--- config.mk ---
export PLATFORM = sky130hd
export DESIGN_NAME = servo_angle_stepper
export DESIGN_NICKNAME = d
export VERILOG_FILES = /design/src/rtl/servo_pkg.sv /design/src/rtl/servo_step_sat.sv /design/src/rtl/servo_angle_stepper.sv
export SDC_FILE = /design/constraint.sdc
export NUM_CORES = 1
export LEC_CHECK = 0
export CAP_MARGIN = 20
export CORE_MARGIN = 4
export CORE_UTILIZATION = 50
export CTS_CLUSTER_SIZE = 25
export DETAILED_ROUTE_END_ITERATION = 7
export HOLD_SLACK_MARGIN = 0.15
export PLACE_DENSITY = 0.67
export SLEW_MARGIN = 10
export SYNTH_ARGS = -nofsm -noshare
export SYNTH_HDL_FRONTEND = slang
export SYNTH_SLANG_ARGS = --single-unit
--- constraint.sdc ---
create_clock -name i_clk -period 4 [get_ports i_clk]
set_input_delay 0.8 -clock i_clk [delete_from_list [all_inputs] [get_ports i_clk]]
set_output_delay 0.8 -clock i_clk [all_outputs]
set_load 0.1 [all_outputs]
--- src/rtl/servo_pkg.sv ---
// rtl/servo_pkg.sv - shared types and constants for the servo angle path
// Purpose : FSM state type, speed-to-step lookup and the system clock rate
//           shared with the downstream PWM stage.
// Contents: CLK_HZ, state_t, STEP_SPD0..3, speed_to_step()
package servo_pkg;

  localparam int unsigned CLK_HZ = 50000000;

  typedef enum logic [1:0] {
    IDLE     = 2'd0,
    HOLD     = 2'd1,
    REPEAT   = 2'd2,
    WAIT_REL = 2'd3
  } state_t;

  // Step size in degrees for each speed select code.
  localparam logic [3:0] STEP_SPD0 = 4'd1;
  localparam logic [3:0] STEP_SPD1 = 4'd2;
  localparam logic [3:0] STEP_SPD2 = 4'd5;
  localparam logic [3:0] STEP_SPD3 = 4'd10;

  function automatic logic [3:0] speed_to_step(input logic [1:0] speed);
    logic [3:0] step;
    case (speed)
      2'b00:   step = STEP_SPD0;
      2'b01:   step = STEP_SPD1;
      2'b10:   step = STEP_SPD2;
      default: step = STEP_SPD3;
    endcase
    return step;
  endfunction

endpackage

--- src/rtl/servo_step_sat.sv ---
// rtl/servo_step_sat.sv - saturating add/sub of the angle by one step
// Purpose : next = up ? min(deg+step, MAX_DEG) : max(deg-step, 0), computed
//           in 9 bits so nothing wraps.
// Ports   : i_deg      current angle
//           i_step     step size in degrees
//           i_up       1 = add, 0 = subtract
//           o_next_deg saturated result
//           o_changed  result differs from i_deg
module servo_step_sat
  import servo_pkg::*;
#(
  parameter int unsigned MAX_DEG = 180
) (
  input  logic [7:0] i_deg,
  input  logic [3:0] i_step,
  input  logic       i_up,
  output logic [7:0] o_next_deg,
  output logic       o_changed
);

  localparam logic [8:0] MAX9 = 9'(MAX_DEG);
  localparam logic [7:0] MAX8 = 8'(MAX_DEG);

  logic [8:0] w_sum;
  logic [8:0] w_deg9;
  logic [8:0] w_step9;

  always_comb begin
    w_deg9  = {1'b0, i_deg};
    w_step9 = {5'b0, i_step};
    w_sum   = w_deg9 + w_step9;
    if (i_up) begin
      o_next_deg = (w_sum > MAX9) ? MAX8 : w_sum[7:0];
    end else begin
      o_next_deg = (w_deg9 < w_step9) ? 8'd0 : (i_deg - {4'b0, i_step});
    end
    o_changed = (o_next_deg != i_deg);
  end

endmodule

--- src/rtl/servo_angle_stepper.sv ---
// rtl/servo_angle_stepper.sv - button-driven saturating servo angle with auto-repeat
// Purpose : One step on press, first auto-repeat HOLD_CYC clocks later, then
//           every REPEAT_CYC clocks while the button stays held.
// Ports   : i_clk, i_rst_n (async active-low)
//           i_inc, i_dec   debounced/synchronized button levels
//           i_speed        step select 00=1,01=2,10=5,11=10 degrees
//           o_deg          current angle 0..MAX_DEG
//           o_at_min/o_at_max  combinational limit flags
//           o_step_pulse   one cycle, coincident with a new o_deg value
module servo_angle_stepper
  import servo_pkg::*;
#(
  parameter int unsigned MAX_DEG    = 180,
  parameter int unsigned INIT_DEG   = 90,
  parameter int unsigned HOLD_CYC   = 25000000,
  parameter int unsigned REPEAT_CYC = 5000000
) (
  input  logic       i_clk,
  input  logic       i_rst_n,
  input  logic       i_inc,
  input  logic       i_dec,
  input  logic [1:0] i_speed,
  output logic [7:0] o_deg,
  output logic       o_at_min,
  output logic       o_at_max,
  output logic       o_step_pulse
);

  localparam logic [31:0] HOLD_LIM   = 32'(HOLD_CYC - 1);
  localparam logic [31:0] REPEAT_LIM = 32'(REPEAT_CYC - 1);

  state_t      r_state;
  logic [31:0] r_cnt;
  logic        r_dir_up;
  logic [7:0]  r_deg;
  logic        r_step_pulse;

  logic [3:0]  w_step;
  logic        w_up;
  logic [7:0]  w_next_deg;
  logic        w_changed;
  logic        w_active;
  logic        w_other;
  logic [31:0] w_limit;

  // In IDLE the direction comes straight from the button; afterwards from r_dir_up.
  assign w_step   = speed_to_step(i_speed);
  assign w_up     = (r_state == IDLE) ? i_inc : r_dir_up;
  assign w_active = r_dir_up ? i_inc : i_dec;
  assign w_other  = r_dir_up ? i_dec : i_inc;
  assign w_limit  = (r_state == HOLD) ? HOLD_LIM : REPEAT_LIM;

  servo_step_sat #(
    .MAX_DEG (MAX_DEG)
  ) u_step_sat (
    .i_deg      (r_deg),
    .i_step     (w_step),
    .i_up       (w_up),
    .o_next_deg (w_next_deg),
    .o_changed  (w_changed)
  );

  always_ff @(posedge i_clk or negedge i_rst_n) begin
    if (!i_rst_n) begin
      r_state      <= IDLE;
      r_cnt        <= '0;
      r_dir_up     <= 1'b0;
      r_deg        <= 8'(INIT_DEG);
      r_step_pulse <= 1'b0;
    end else begin
      r_step_pulse <= 1'b0;
      case (r_state)
        IDLE: begin
          if (i_inc ^ i_dec) begin
            r_deg        <= w_next_deg;
            r_step_pulse <= w_changed;
            r_dir_up     <= i_inc;
            r_cnt        <= '0;
            r_state      <= HOLD;
          end
        end
        HOLD, REPEAT: begin
          // Second button wins over everything: lock out until both released.
          if (w_other) begin
            r_cnt   <= '0;
            r_state <= WAIT_REL;
          end else if (!w_active) begin
            r_cnt   <= '0;
            r_state <= IDLE;
          end else if (r_cnt == w_limit) begin
            r_deg        <= w_next_deg;
            r_step_pulse <= w_changed;
            r_cnt        <= '0;
            r_state      <= REPEAT;
          end else begin
            r_cnt <= r_cnt + 32'd1;
          end
        end
        WAIT_REL: begin
          if (!i_inc && !i_dec) begin
            r_cnt   <= '0;
            r_state <= IDLE;
          end
        end
        default: begin
          r_cnt   <= '0;
          r_state <= IDLE;
        end
      endcase
    end
  end

  assign o_deg        = r_deg;
  assign o_step_pulse = r_step_pulse;
  assign o_at_min     = (r_deg == 8'd0);
  assign o_at_max     = (r_deg == 8'(MAX_DEG));

endmodule
==> impl_metrics.yaml <==
final_layout:
  antenna_cells: 0
  layout-drive-gt1-share_pct: 10.1
  postLayoutCellArea_um2: 3670
  area.growth.synth_to_final_pct: 12.5
  regArea_um2: 1110
  fill_cells: 565
  multiInputGateArea_um2: 2050
  final_cells: 491
  nets: 436
yosys:
  synthCells: 391
  synthDistinctLibCells: 58
  synthArstFlopShare_pct: 100
  synth_top_area_share_pct: 30.7
  synth-seq-cells: 44
  syn_area_per_cell_um2: 8.35
  synth_edf_count: 0
  yosysWarningCount: 0
  synth_flop_cell: "dfrtp_1"
  synth_area_leaders: "dfrtp_1, ha_1, nor2_1, xor2_1, nand2_1"
  syn_area_um2: 3260
  synthesis.nets: 414
  synth_top_cells_by_count: "nor2_1, dfrtp_1, nand2_1"
  synth_most_common_cell: "nor2_1"
  netlist.top_cell.by_area: "dfrtp_1"
  yosysSeqAreaShare_pct: 33.9
cts:
  cts.sinks: 44
  cts_hold_buf: 0
  root_buffer: "clkbuf_8"
  clk_latency_ns: 0.30
  cts_max_level: 2
  cts_made_buffers: 5
  clockBufferDepth: 2
  cts_resized: 0
  cts_tree: "built"
  clk_pin_slew_ns: 0.08
  post_cts_buffers: 0
placed_design:
  port_buffers: 16
  dpl.hpwl_mm: 5.52
  finalWeightedCongestion: 0.970
  dpl.cell_count: 482
  dp_slack_ns: 0.0225
  postPlaceCellArea_um2: 3550
timing:
  relSlewSlack_pct: 35.0
  finalCritPeriodShare_pct: 91.7
  slew_violations: 0
  setup_viol: 0
  fmax_mhz: 273
  skew_ns: 0.00505
  rsz0062_at_grt: "no"
  finalWorstSetupSlack_ns: 0.332
  worst_pin_slew_ns: 0.971
  finalHoldViolations: 0
  min_period_ns: 3.67
  setup_tns_ns: 0
critical_path:
  cp.arrival_ns: 3.90
  critPathMaxFanout: 5
  end_kind: "flop"
  cp-start-kind: "primary input"
  cp.required_ns: 4.23
  crit_type: "in2reg"
floorplanning:
  die_h_um: 88.8
  std_cell_rows: 29
  coreArea_um2: 6350
  die_area_um2: 7890
  start_util_pct: 51.4
  die_x_um: 88.8
  ios: 17
pwr:
  max-vdd-ir-drop_mv: 0.574
  leakage_nw: 1.52
  power.density_nw_per_um2: 739
global_routing:
  gr-usage-met3_pct: 3.07
  grt_use_total_pct: 20.8
  grt_pass1_vias: 2754
  top_usage_layer: "met2"
  use_met1_pct: 25.9
  grt_max_degree: 45
  use_met2_pct: 35.2
  antenna_found_initial: 0
  grt_first_pass_wirelength_mm: 13.0
  gr-total-overflow: 0
drt:
  antenna_left: 0
  route.vias.total: 2904
  routed_via_density: 5.91
  drc_errors: 0
  wirelength_mm: 7.53
  drt-pass1-iter-count: 4
  detail_route.wl_per_cell_um: 15.3
  drt_iter0_drc: 123
run_status:
  status: "finished, final reports clean"
flow_run:
  max-cap-violations: 0
min_path:
  min_path_type: "in2async"
-- layout by cell type (no fill, tap or decap), types with 15 or more instances in the layout --
cell,count
nor2_1,41
dfrtp_1,40
nand2_1,37
o21ai_0,27
nand3_1,23
inv_1,17
xor2_1,17
a21oi_1,15
ha_1,15
-- final timing paths --
check	endpoint	cells past startpoint	from	slack, ns
max in group asynchronous	o_deg[4]	2	i_rst_n	3.08
setup reg to reg	o_step_pulse	11	o_deg[0]	0.81
min in group i_clk	r_cnt[3]	1	r_cnt[3]	0.51
setup / recovery	o_step_pulse	12	i_speed[0]	0.33
hold / removal	r_state[0]	1	i_rst_n	0.38
hold reg to reg	r_cnt[3]	1	r_cnt[3]	0.51
-- critical path: stages --
cell and delay (ns):
clkdlybuf4s50_1 0.49, inv_1 0.09, buf_4 0.16, fa_1 0.43, or2_2 0.34, a22o_1 0.22
xnor2_1 0.14, o211ai_1 0.18, a21oi_2 0.28, a21oi_1 0.10, or4_1 0.51, a31oi_1 0.16
-- registers in the layout, indices dropped and copies added, names as in the netlist --
signal        count
o_deg             8
r_state           2
o_step_pulse      1
r_cnt            32
r_dir_up          1
-- stage by stage --
| step | total power (W) | utilization [%] | hold slack (ns) |
|---|---|---|---|
| finish | 0.00272 | 57.9 | 0.378 |
| global route | 0.00293 | 57.9 | 0.387 |
| CTS | 0.00271 | 57.5 | 0.519 |
| detailed placement | 0.00237 | 55.8 | 0.502 |
| global placement | 0.00237 | 55.8 | 0.487 |
| floorplan | 0.00196 | - | 0.460 |
-- metal layers --
metal / vias to the layer above / routed length (µm)
met2: 69 / 3640
met1: 1363 / 3340
met3: 21 / 303
li1: 1451 / -
met4: 0 / 249
met5: - / 0
-- logic make-up after synthesis --
logic type               synth area share (%)
flip-flops                               33.9
AND/OR/NAND/NOR                          29.1
multiplexers                            0.997
XOR/XNOR                                 7.24
adder cells (fa/ha/maj)                  6.98
AO/OA/AOI/OAI                            18.3
buffers and inverters                    3.49
-- power breakdown --
group,switching [W],internal (W),leakage [nW]
sequential,0.000123,0.000521,0.589
clock,0.000152,0.000185,0.0552
combinational,0.00113,0.000608,0.878
-- layout make-up --
type / count / area share [%]
clock inverters: 2 / 0.954
multi-input cells: 318 / 55.9
well taps: 77 / 2.62
clock buffers: 6 / 1.98
inverters: 17 / 1.74
flip-flops and latches: 44 / 30.1
repair buffers: 27 / 6.68
No activity file was read; power rests on OpenSTA's default activity.
